--- src/rtl/fifo_pkg.sv ---
// fifo_pkg: shared pointer helpers and constants for the async FIFO pointer blocks
package fifo_pkg;

    localparam int SYNC_MIN = 2;

    function automatic int ptr_w(input int addr_width);
        return addr_width + 1;
    endfunction

    function automatic logic [31:0] bin2gray(input logic [31:0] b);
        return (b >> 1) ^ b;
    endfunction

    function automatic logic [31:0] gray2bin(input logic [31:0] g);
        logic [31:0] b;
        b[31] = g[31];
        for (int i = 30; i >= 0; i--) b[i] = b[i+1] ^ g[i];
        return b;
    endfunction

endpackage

--- src/rtl/sync_bus.sv ---
// sync_bus: STAGES-deep flop chain carrying a Gray bus across a clock boundary
module sync_bus #(
    parameter int WIDTH  = 5,
    parameter int STAGES = 2
) (
    input  logic             i_clk,
    input  logic             i_rst,
    input  logic [WIDTH-1:0] i_d,
    output logic [WIDTH-1:0] o_q
);

    logic [WIDTH-1:0] r_chain [STAGES];

    // plain shift chain, no logic between stages
    always_ff @(posedge i_clk or posedge i_rst) begin
        if (i_rst) begin
            r_chain <= '{default: '0};
        end else begin
            r_chain[0] <= i_d;
            for (int i = 1; i < STAGES; i++) r_chain[i] <= r_chain[i-1];
        end
    end

    assign o_q = r_chain[STAGES-1];

endmodule

--- src/rtl/rptr_empty_lvl.sv ---
// rptr_empty_lvl: read-side pointer, empty/level status and sticky underflow for an async FIFO
module rptr_empty_lvl
    import fifo_pkg::*;
#(
    parameter int ADDR_WIDTH  = 4,
    parameter int SYNC_STAGES = 2,
    parameter int AE_THRESH   = 2
) (
    input  logic                  rclk,
    input  logic                  rrst,
    input  logic                  rinc,
    input  logic [ADDR_WIDTH:0]   wptr_gray,
    input  logic                  clr_uflow,
    output logic [ADDR_WIDTH-1:0] raddr,
    output logic [ADDR_WIDTH:0]   rptr,
    output logic                  empty,
    output logic                  almost_empty,
    output logic [ADDR_WIDTH:0]   rlevel,
    output logic                  underflow
);

    localparam int PW     = ptr_w(ADDR_WIDTH);
    localparam int STAGES = (SYNC_STAGES < SYNC_MIN) ? SYNC_MIN : SYNC_STAGES;
    localparam logic [PW-1:0] AE_LVL = PW'(AE_THRESH);

    logic [PW-1:0] w_wq_gray;
    logic [PW-1:0] w_wq_bin;
    logic [PW-1:0] w_rbin_next;
    logic [PW-1:0] w_rgray_next;
    logic [PW-1:0] w_level_next;
    logic          w_do_read;
    logic [PW-1:0] r_rbin;
    logic [PW-1:0] r_rptr;
    logic [PW-1:0] r_level;
    logic          r_empty;
    logic          r_ae;
    logic          r_uflow;

    sync_bus #(
        .WIDTH (PW),
        .STAGES(STAGES)
    ) u_sync (
        .i_clk(rclk),
        .i_rst(rrst),
        .i_d  (wptr_gray),
        .o_q  (w_wq_gray)
    );

    assign w_wq_bin     = PW'(gray2bin(32'(w_wq_gray)));
    assign w_do_read    = rinc & ~r_empty;
    assign w_rbin_next  = r_rbin + PW'(w_do_read);
    assign w_rgray_next = PW'(bin2gray(32'(w_rbin_next)));
    assign w_level_next = w_wq_bin - w_rbin_next;

    // advance the binary and Gray read pointers together on an honoured read
    always_ff @(posedge rclk or posedge rrst) begin
        if (rrst) begin
            r_rbin <= '0;
            r_rptr <= '0;
        end else begin
            r_rbin <= w_rbin_next;
            r_rptr <= w_rgray_next;
        end
    end

    // status is computed from next-state pointers so a draining read flags empty on the same edge
    always_ff @(posedge rclk or posedge rrst) begin
        if (rrst) begin
            r_empty <= 1'b1;
            r_ae    <= 1'b1;
            r_level <= '0;
        end else begin
            r_empty <= (w_rgray_next == w_wq_gray);
            r_ae    <= (w_level_next <= AE_LVL);
            r_level <= w_level_next;
        end
    end

    // sticky underflow; a new violation outranks a simultaneous clear
    always_ff @(posedge rclk or posedge rrst) begin
        if (rrst) r_uflow <= 1'b0;
        else      r_uflow <= (rinc & r_empty) | (r_uflow & ~clr_uflow);
    end

    assign raddr        = r_rbin[ADDR_WIDTH-1:0];
    assign rptr         = r_rptr;
    assign empty        = r_empty;
    assign almost_empty = r_ae;
    assign rlevel       = r_level;
    assign underflow    = r_uflow;

endmodule
--- config.mk ---
export PLATFORM = sky130hd
export DESIGN_NAME = rptr_empty_lvl
export DESIGN_NICKNAME = d
export VERILOG_FILES = /design/src/rtl/fifo_pkg.sv /design/src/rtl/sync_bus.sv /design/src/rtl/rptr_empty_lvl.sv
export SDC_FILE = /design/constraint.sdc
export NUM_CORES = 1
export LEC_CHECK = 0
export BUFFER_PORTS_ARGS = -buffer_cell sky130_fd_sc_hd__buf_2
export CAP_MARGIN = 30
export CORE_ASPECT_RATIO = 0.9
export CORE_MARGIN = 2
export CORE_UTILIZATION = 52
export CTS_CLUSTER_DIAMETER = 200
export CTS_CLUSTER_SIZE = 16
export DETAILED_ROUTE_END_ITERATION = 7
export GPL_TIMING_DRIVEN = 0
export PLACE_DENSITY = 0.77
export SKIP_LAST_GASP = 1
export SYNTH_ARGS = -nofsm -noshare
export SYNTH_HDL_FRONTEND = slang
export SYNTH_SLANG_ARGS = --single-unit
--- constraint.sdc ---
create_clock -name rclk -period 3.3 [get_ports rclk]
set_input_delay 0.66 -clock rclk [delete_from_list [all_inputs] [get_ports rclk]]
set_output_delay 0.66 -clock rclk [all_outputs]
set_load 0.03 [all_outputs]
==> results of run 1 <==
## routing by layer
layer	part of all wire, %	vias to the layer above	track usage, %
met1	39	323	21.8
li1	-	337	-
met3	6.0	5	3.68
met2	53	20	25.8
met4	1.8	0	7.69
met5	0	-	0
## path summary, 6_finish.rpt
check                      slack (ns)                       to                        start
min reg2reg                      0.36  u_sync.o_q[3]$_DFF_PP0_  u_sync.r_chain[8]$_DFF_PP0_
max reg2reg                      0.54   almost_empty$_DFF_PP1_      u_sync.o_q[4]$_DFF_PP0_
min in group rclk                0.36  u_sync.o_q[3]$_DFF_PP0_  u_sync.r_chain[8]$_DFF_PP0_
max                              0.54   almost_empty$_DFF_PP1_      u_sync.o_q[4]$_DFF_PP0_
min                              0.23  u_sync.o_q[0]$_DFF_PP0_                         rrst
max in group asynchronous        2.61          empty$_DFF_PP1_                         rrst
## final cells by class
type | instances | share of cell area (%)
flip-flops and latches | 27 | 49.2
multi-input cells | 47 | 32.1
repair buffers | 26 | 11.1
well taps | 27 | 2.45
inverters | 8 | 2.18
clock buffers | 4 | 1.91
plain buffers | 2 | 1.09
## logic make-up after synthesis
kind of cell             synth area share (%)
AO/OA/AOI/OAI                            5.15
XOR/XNOR                                 20.0
AND/OR/NAND/NOR                          4.72
adder cells (fa/ha/maj)                  8.15
flip-flops                               58.2
buffers and inverters                    3.86
## layout by cell type, fill, tap and decap left out, types with 2 or more instances in the layout
cell	n
buf_2	25
dfrtp_1	25
xnor2_1	15
inv_1	8
xor2_1	6
ha_1	6
clkbuf_4	3
buf_4	2
nand2_1	2
nor2b_1	2
nand3_1	2
a21o_1	2
a21oi_1	2
dfstp_2	2
## synthesized netlist by cell type
| master | count |
|---|---|
| and4b_1 | 1 |
| and3b_1 | 1 |
| xor3_2 | 1 |
| a311oi_1 | 1 |
| buf_4 | 2 |
| a21o_1 | 2 |
| dfstp_2 | 2 |
| a21oi_1 | 2 |
| xor3_1 | 1 |
| nand3_1 | 2 |
| nand4_1 | 1 |
| inv_1 | 8 |
| dfrtp_1 | 25 |
| nor2b_1 | 2 |
| a31oi_1 | 1 |
| o21ai_0 | 1 |
| xnor2_1 | 15 |
| fa_1 | 1 |
| nand2_1 | 2 |
| xor2_1 | 6 |
| a2111oi_2 | 1 |
| ha_1 | 6 |
## worst max-delay path, delay by kind of cell, from the launching register on
family | cells | cell delay, ns
DFF | 1 | 0.41
xor gates and xnor gates | 4 | 1.09
AOI/OAI and AO/OA | 2 | 0.53
adders and majority gates | 2 | 0.56
buffers and inverters | 1 | 0.06
## registers in the layout (all words and copies together) (netlist names)
signal          cells
empty               1
almost_empty        1
rptr                4
u_sync.r_chain      5
r_rbin              5
underflow           1
u_sync.o_q          5
rlevel              5
## per-stage QoR
| step | std cells | cell area (um2) | setup WS [ns] | util [%] |
|---|---|---|---|---|
| floorplan | 84 | 1170 | 0.729 | - |
| global placement | 136 | 1330 | 0.386 | 61.9 |
| detailed placement | 136 | 1330 | 0.323 | 61.9 |
| CTS | 140 | 1350 | 0.519 | 63.1 |
| global route | 141 | 1380 | 0.395 | 64.4 |
| finish | 141 | 1380 | 0.543 | 64.4 |
==> flow_summary.toml, run 1 <==
[clock_network]
cts_resized = 0
tritoncts = "done"
numCtsBuffers = 3
clkTransAtPathRegs_ns = 0.13
cts_buffer_depth = 2
cts_setup_buffers = 0
insertion_delay_ns = 0.31
htree_levels = 1
clock-sinks = 27
hold_buffers = 0
root_buffer = "clkbuf_4"

[place]
place_hpwl_mm = 1.39
portBuffers = 25
place.gp.congestion = 0.731

[yosys]
avgSynthCellArea_um2 = 13.9
syn_area_um2 = 1170
yosys.area.top_type = "dfrtp_1"
synth_top_area_share_pct = 53.6
ys_seq_area_share_pct = 58.2
yosys-top-cells-area = "dfrtp_1 54%, xnor2_1 11%, ha_1 6.4%"
synth.distinct_cells = 22
yosysWarnings = 0
synthCells = 84
ys_seq_elements = 27
synth_nets = 100

[critical_path]
required_ns = 3.52
cpMaxStageDelayCell = "xor3_2"
crit_fanout = 3
crit_arrival_ns = 2.98
path_cells = "xor3_2 > xor2_1 > xnor2_1 > ha_1 > inv_1 > fa_1 > a31oi_1 > xnor2_1 > a2111oi_2"
rr_worst_depth = 9
cp-start-kind = "flop"
slowest_delay_ns = 0.49
path_common_cell = "xnor2_1"
end_kind = "flop"
crit_type = "flop to flop"

[min_path]
hold_path_class = "input pin to async pin"

[floorplanning]
die_x_um = 53.9
num_io_pins = 26
die_area_um2 = 2640
initial_utilization_pct = 54.4
core_um2 = 2140
num_rows = 16
die_y_um = 48.9

[route]
viasPerCell = 4.86
wl_per_cell_um = 12.1
wl_mm = 1.71
drtAntennaViolNets = 0
num_vias = 685
drc_errors = 0
firstDrtPassIters = 4
dr.first_iter.drc_count = 5

[finish]
layout.nets = 131
area_growth_pct = 18.2
regArea_um2 = 678
diodes = 0
n_fill_cell = 159
multi_input_area_um2 = 443
layout-drive-gt1-share_pct = 30.7

[sta]
clock_skew_ns = 0.00759
rsz0062_at_grt = "false"
slew_headroom_pct = 69.1
fmax_ghz = 0.363
hold_viol_final = 0
setup_tns_ns = 0
holdWs_ns = 0.228
max_slew.worst_pin.slew_ns = 0.460
fin_crit_ns = 2.76
period_share_pct = 83.5
setup_violations = 0
maxSlewViolCount = 0

[global_route]
grt_pass1_vias = 709
grt_pass1_wl_mm = 3.11
grt.overflow.total = 0
globalRouteTotalUtil_pct = 16.6
antenna_found_initial = 0
grt_max_degree = 28

[job]
cap_violations = 0

[run_status]
status = "complete, no violations"
Power of run 1 is not shown: default switching activity piles up to over one toggle a cycle in this logic, so the estimate is an artifact.
==> run 2, diff against run 1 <==
--- a/config.mk
+++ b/config.mk
@@ -9,12 +9,12 @@
 export CAP_MARGIN = 30
 export CORE_ASPECT_RATIO = 0.9
 export CORE_MARGIN = 2
-export CORE_UTILIZATION = 52
+export CORE_UTILIZATION = 47
 export CTS_CLUSTER_DIAMETER = 200
 export CTS_CLUSTER_SIZE = 16
 export DETAILED_ROUTE_END_ITERATION = 7
 export GPL_TIMING_DRIVEN = 0
-export PLACE_DENSITY = 0.77
+export PLACE_DENSITY = 0.74
 export SKIP_LAST_GASP = 1
 export SYNTH_ARGS = -nofsm -noshare
 export SYNTH_HDL_FRONTEND = slang
==> constraint.sdc (replaced) <==
create_clock -name rclk -period 2.33 [get_ports rclk]
set_input_delay 0.466 -clock rclk [delete_from_list [all_inputs] [get_ports rclk]]
set_output_delay 0.466 -clock rclk [all_outputs]
set_load 0.03 [all_outputs]
==> run 2 against run 1 <==
  * The flow now finishes with violations (setup timing)
  * Clock skew rose by 0.0035 ns
  * First-iteration DRC count increased by 40%
  * Flip-flop and latch count is the same
  * Register-to-register slack worse by 0.67 ns
  * Core utilization decreased by 1.0 points
  * Largest cell class unchanged
==> flow_summary.toml, run 2 (synthesis gave the netlist of run 1 again) <==
[critical_path]
end_kind = "flop"
crit_type = "flop to flop"
r2r_start = "u_sync.o_q[3]$_DFF_PP0_"
path_cells = "xor3_2 > xor2_4 > xnor2_2 > ha_2 > inv_2 > fa_2 > a31oi_4 > xnor2_2 > a2111oi_2"
slowest_delay_ns = 0.51
cpMaxStageDelayCell = "xor3_2"
path_common_cell = "xnor2_2"
crit_fanout = 3
crit_arrival_ns = 2.67
critPathBufInv = 1
startpoint = "u_sync.o_q[3]$_DFF_PP0_"
required_ns = 2.55
crit_family = "XOR/XNOR gates"
cp-start-kind = "flop"

[floorplanning]
num_rows = 17
initial_utilization_pct = 48.5
num_io_pins = 26
core_um2 = 2400
die_x_um = 56.5
die_area_um2 = 2900
die_y_um = 51.3

[route]
firstDrtPassIters = 3
wl_mm = 1.93
viasPerCell = 4.77
drtAntennaViolNets = 0
dr.first_iter.drc_count = 7
num_vias = 715
wl_per_cell_um = 12.9
drc_errors = 0

[clock_network]
htree_levels = 1
numCtsBuffers = 3
insertion_delay_ns = 0.32
tritoncts = "done"
root_buffer = "clkbuf_4"
clkTransAtPathRegs_ns = 0.14
cts_buffer_depth = 2
clock-sinks = 27

[place]
place_ws_ns = -0.334
place_hpwl_mm = 1.41
placed_area_um2 = 1370
place.gp.congestion = 0.695
post-place-cells = 138
portBuffers = 25

[job]
cap_violations = 0

[sta]
hold_viol_final = 0
clock_skew_ns = 0.0111
fin_ws_ns = -0.125
period_share_pct = 105
max_slew.worst_pin.slew_ns = 0.534
rsz0062_at_grt = "true"
holdWs_ns = 0.157
maxSlewViolCount = 0
fmax_ghz = 0.407
setup_violations = 1
slew_headroom_pct = 64.3
fin_crit_ns = 2.45

[finish]
diodes = 0
n_fill_cell = 195
mostFrequentLayoutCells = "25 x buf_2, 25 x dfrtp_1, 12 x xnor2_1"
final_area_um2 = 1520
layout.nets = 139
fin_cells = 150
layout-drive-gt1-share_pct = 43.4
area_growth_pct = 30.6

[global_route]
globalRouteTotalUtil_pct = 15.3
grt.overflow.total = 0
grt_max_degree = 17
grt_pass1_vias = 729
grt_pass1_wl_mm = 3.25
antenna_found_initial = 0

[min_path]
hold_path_class = "input pin to async pin"

[run_status]
violations = "setup timing"
status = "finished, violations left"
==> run 2: cell types whose count changed in the layout (fill, tap and decap cells not counted), moves of 2 or more <==
cell / delta
xnor2_2: +2
ha_1: -2
xnor2_1: -3
ha_2: +2
buf_4: +8
xor2_1: -2
==> run 2: final timing paths <==
path,depth (start not counted),slack (ns),end
max,9,-0.12,almost_empty$_DFF_PP1_
min,2,0.16,rlevel[0]$_DFF_PP0_
max reg2reg,9,-0.12,almost_empty$_DFF_PP1_
min reg2reg,0,0.36,u_sync.o_q[3]$_DFF_PP0_
max in group asynchronous,3,1.64,empty$_DFF_PP1_
min in group rclk,1,0.25,u_sync.r_chain[7]$_DFF_PP0_
==> run 2: layout make-up <==
cell class	instances	area, um2	area share [%]
Timing Repair Buffer	34	213	14.0
Buffer	2	15.0	0.986
Multi-Input combinational cell	47	526	34.5
Tap cell	28	35.0	2.30
Inverter	8	30.0	1.97
Clock buffer	4	26.3	1.73
Sequential cell	27	678	44.5
==> run 2: routing by layer <==
| metal | vias to the layer above | track usage, % | wire length, um |
|---|---|---|---|
| li1 | 349 | - | - |
| met1 | 343 | 18.7 | 783 |
| met2 | 21 | 26.2 | 1020 |
| met3 | 2 | 5.32 | 114 |
| met4 | 0 | 3.57 | 7 |
| met5 | - | 0 | 0 |
==> run 2: what timing repair did <==
item / CTS / global route
buffers inserted: 4 / 4
hold buffers: 0 / 0
endpoints found under the setup margin: 2 / 2
pin swaps: 5 / 2
endpoints found under the hold margin: 0 / 0
resized for setup: 4 / 6
==> run 2: through the flow <==
step           setup TNS, ns  utilization, %
6_report              -0.125            63.4
5_1_grt               -0.270            63.4
4_1_cts              -0.0922            60.6
3_5_place_dp          -0.509            57.1
3_3_place_gp          -0.478            55.9
2_1_floorplan        -0.0522               -
Power of run 2 is left out for the same reason.
==> run 3, diff against run 2 <==
--- a/config.mk
+++ b/config.mk
@@ -5,16 +5,16 @@
 export SDC_FILE = /design/constraint.sdc
 export NUM_CORES = 1
 export LEC_CHECK = 0
-export BUFFER_PORTS_ARGS = -buffer_cell sky130_fd_sc_hd__buf_2
 export CAP_MARGIN = 30
 export CORE_ASPECT_RATIO = 0.9
 export CORE_MARGIN = 2
-export CORE_UTILIZATION = 47
+export CORE_UTILIZATION = 54
 export CTS_CLUSTER_DIAMETER = 200
 export CTS_CLUSTER_SIZE = 16
 export DETAILED_ROUTE_END_ITERATION = 7
+export DONT_BUFFER_PORTS = 1
 export GPL_TIMING_DRIVEN = 0
-export PLACE_DENSITY = 0.74
+export PLACE_DENSITY = 0.76
 export SKIP_LAST_GASP = 1
 export SYNTH_ARGS = -nofsm -noshare
 export SYNTH_HDL_FRONTEND = slang
==> run 3 against run 2 <==
  * Die area shrank 12%
  * Design area shrank 9.0%
  * First-iteration DRC count shrank 43%
  * Clock skew shrank 0.0080 ns
  * Count of clock-buffer cells in the layout shrank 1
  * Flip-flop and latch count is the same
  * Wire length shrank 5.5%
  * Via count shrank 11%
  * The run still ends with setup timing left
  * Final cell count shrank 20%
  * Register-to-register slack gained 0.02 ns
  * Worst setup slack gained 0.017 ns
==> flow_summary.toml, run 3 (synthesis gave the netlist of run 1 again) <==
[route]
top_layer_used = "met4"
viasPerCell = 5.31
wl_met2_um = 900
wl_met3_um = 132
wl_mm = 1.82
wl_per_cell_um = 15.2
drc_errors = 0
met1Wirelength_um = 751
num_vias = 637
firstDrtPassIters = 4
drtAntennaViolNets = 0
dr.first_iter.drc_count = 4

[finish]
area_growth_pct = 18.9
layout_commonest_cell = "dfrtp_1"
layout-drive-gt1-share_pct = 30.5
diodes = 0
fin_cells = 120
mostFrequentLayoutCells = "25 x dfrtp_1, 12 x xnor2_1, 8 x buf_4"
final_area_um2 = 1390
layout.nets = 112

[critical_path]
crit_type = "flop to flop"
crit_arrival_ns = 2.68
end_kind = "flop"
required_ns = 2.57
cp-start-kind = "flop"
startpoint = "empty$_DFF_PP1_"
r2r_start = "empty$_DFF_PP1_"
crit_fanout = 5

[global_route]
grt_pass1_wl_mm = 2.95
grt_max_degree = 17
grt_pass1_vias = 630
antenna_found_initial = 0
globalRouteTotalUtil_pct = 17.8
grt.overflow.total = 0

[sta]
setup_tns_ns = -0.108
period_share_pct = 105
fin_crit_ns = 2.44
setup_violations = 1
fin_ws_ns = -0.108
maxSlewViolCount = 0
max_slew.worst_pin.slew_ns = 0.526
hold_viol_final = 0
fmax_ghz = 0.410
rsz0062_at_grt = "true"
clock_skew_ns = 0.00307
slew_headroom_pct = 64.9

[floorplanning]
initial_utilization_pct = 59.2
die_y_um = 48.1
num_rows = 15
num_io_pins = 26
core_um2 = 1970
die_x_um = 53.0
die_area_um2 = 2550

[run_status]
violations = "setup timing"
status = "finished, violations left"

[place]
placed_area_um2 = 1240
post-place-cells = 110
portBuffers = 0
place.gp.congestion = 0.758
place_hpwl_mm = 1.27

[clock_network]
numCtsBuffers = 3
cts_buffer_depth = 2
tritoncts = "done"
root_buffer = "clkbuf_4"
insertion_delay_ns = 0.33
htree_levels = 1
clock-sinks = 27
clkTransAtPathRegs_ns = 0.14

[min_path]
hold_path_class = "input pin to async pin"

[job]
cap_violations = 0
run 3: stage by stage:
stage	setup slack [ns]	util, %	hold WS, ns
2_1_floorplan	-0.0522	-	0.331
3_3_place_gp	-0.207	61.7	0.332
6_report	-0.108	70.3	0.0351
5_1_grt	-0.218	70.3	0.0391
3_5_place_dp	-0.260	63.0	0.335
4_1_cts	-0.110	69.8	0.0366
run 3: layout make-up:
type / instances / area (um2)
Timing Repair Buffer: 7 / 72.6
Buffer: 2 / 15.0
Fill cell: 131 / 584
Clock inverter: 1 / 7.51
Tap cell: 25 / 31.3
Multi-Input combinational cell: 47 / 529
Clock buffer: 3 / 22.5
Inverter: 8 / 30.0
Sequential cell: 27 / 678
run 3: worst paths after layout:
check / depth (start not counted) / slack [ns] / to
setup / recovery: 8 / -0.11 / almost_empty$_DFF_PP1_
hold / removal: 1 / 0.04 / u_sync.r_chain[5]$_DFF_PP0_
setup reg to reg: 8 / -0.11 / almost_empty$_DFF_PP1_
hold reg to reg: 0 / 0.37 / u_sync.o_q[0]$_DFF_PP0_
max in group asynchronous: 2 / 1.76 / empty$_DFF_PP1_
min in group rclk: 0 / 0.14 / u_sync.r_chain[7]$_DFF_PP0_
run 3: what timing repair did:
action,4_1_cts,5_1_grt
hold endpoints to repair,0,0
resized for setup,9,2
setup endpoints to repair,2,2
hold buffers,0,0
pin swaps,5,0
setup buffers,5,1
run 3: worst max-delay path: stages (launching register included):
cell and delay (ns):
dfstp_2 0.67, nor2b_2 0.08, ha_2 0.22, xnor2_2 0.29, ha_1 0.29, a21o_1 0.18
a21oi_1 0.16, xnor2_1 0.12, a2111oi_2 0.33
run 3: per-layer routing:
| layer | vias to the layer above | track usage, % |
|---|---|---|
| met5 | - | 0 |
| met4 | 0 | 9.23 |
| met3 | 4 | 6.88 |
| met2 | 19 | 29.5 |
| met1 | 318 | 20.7 |
| li1 | 296 | - |
Power of run 3 is left out for the same reason.
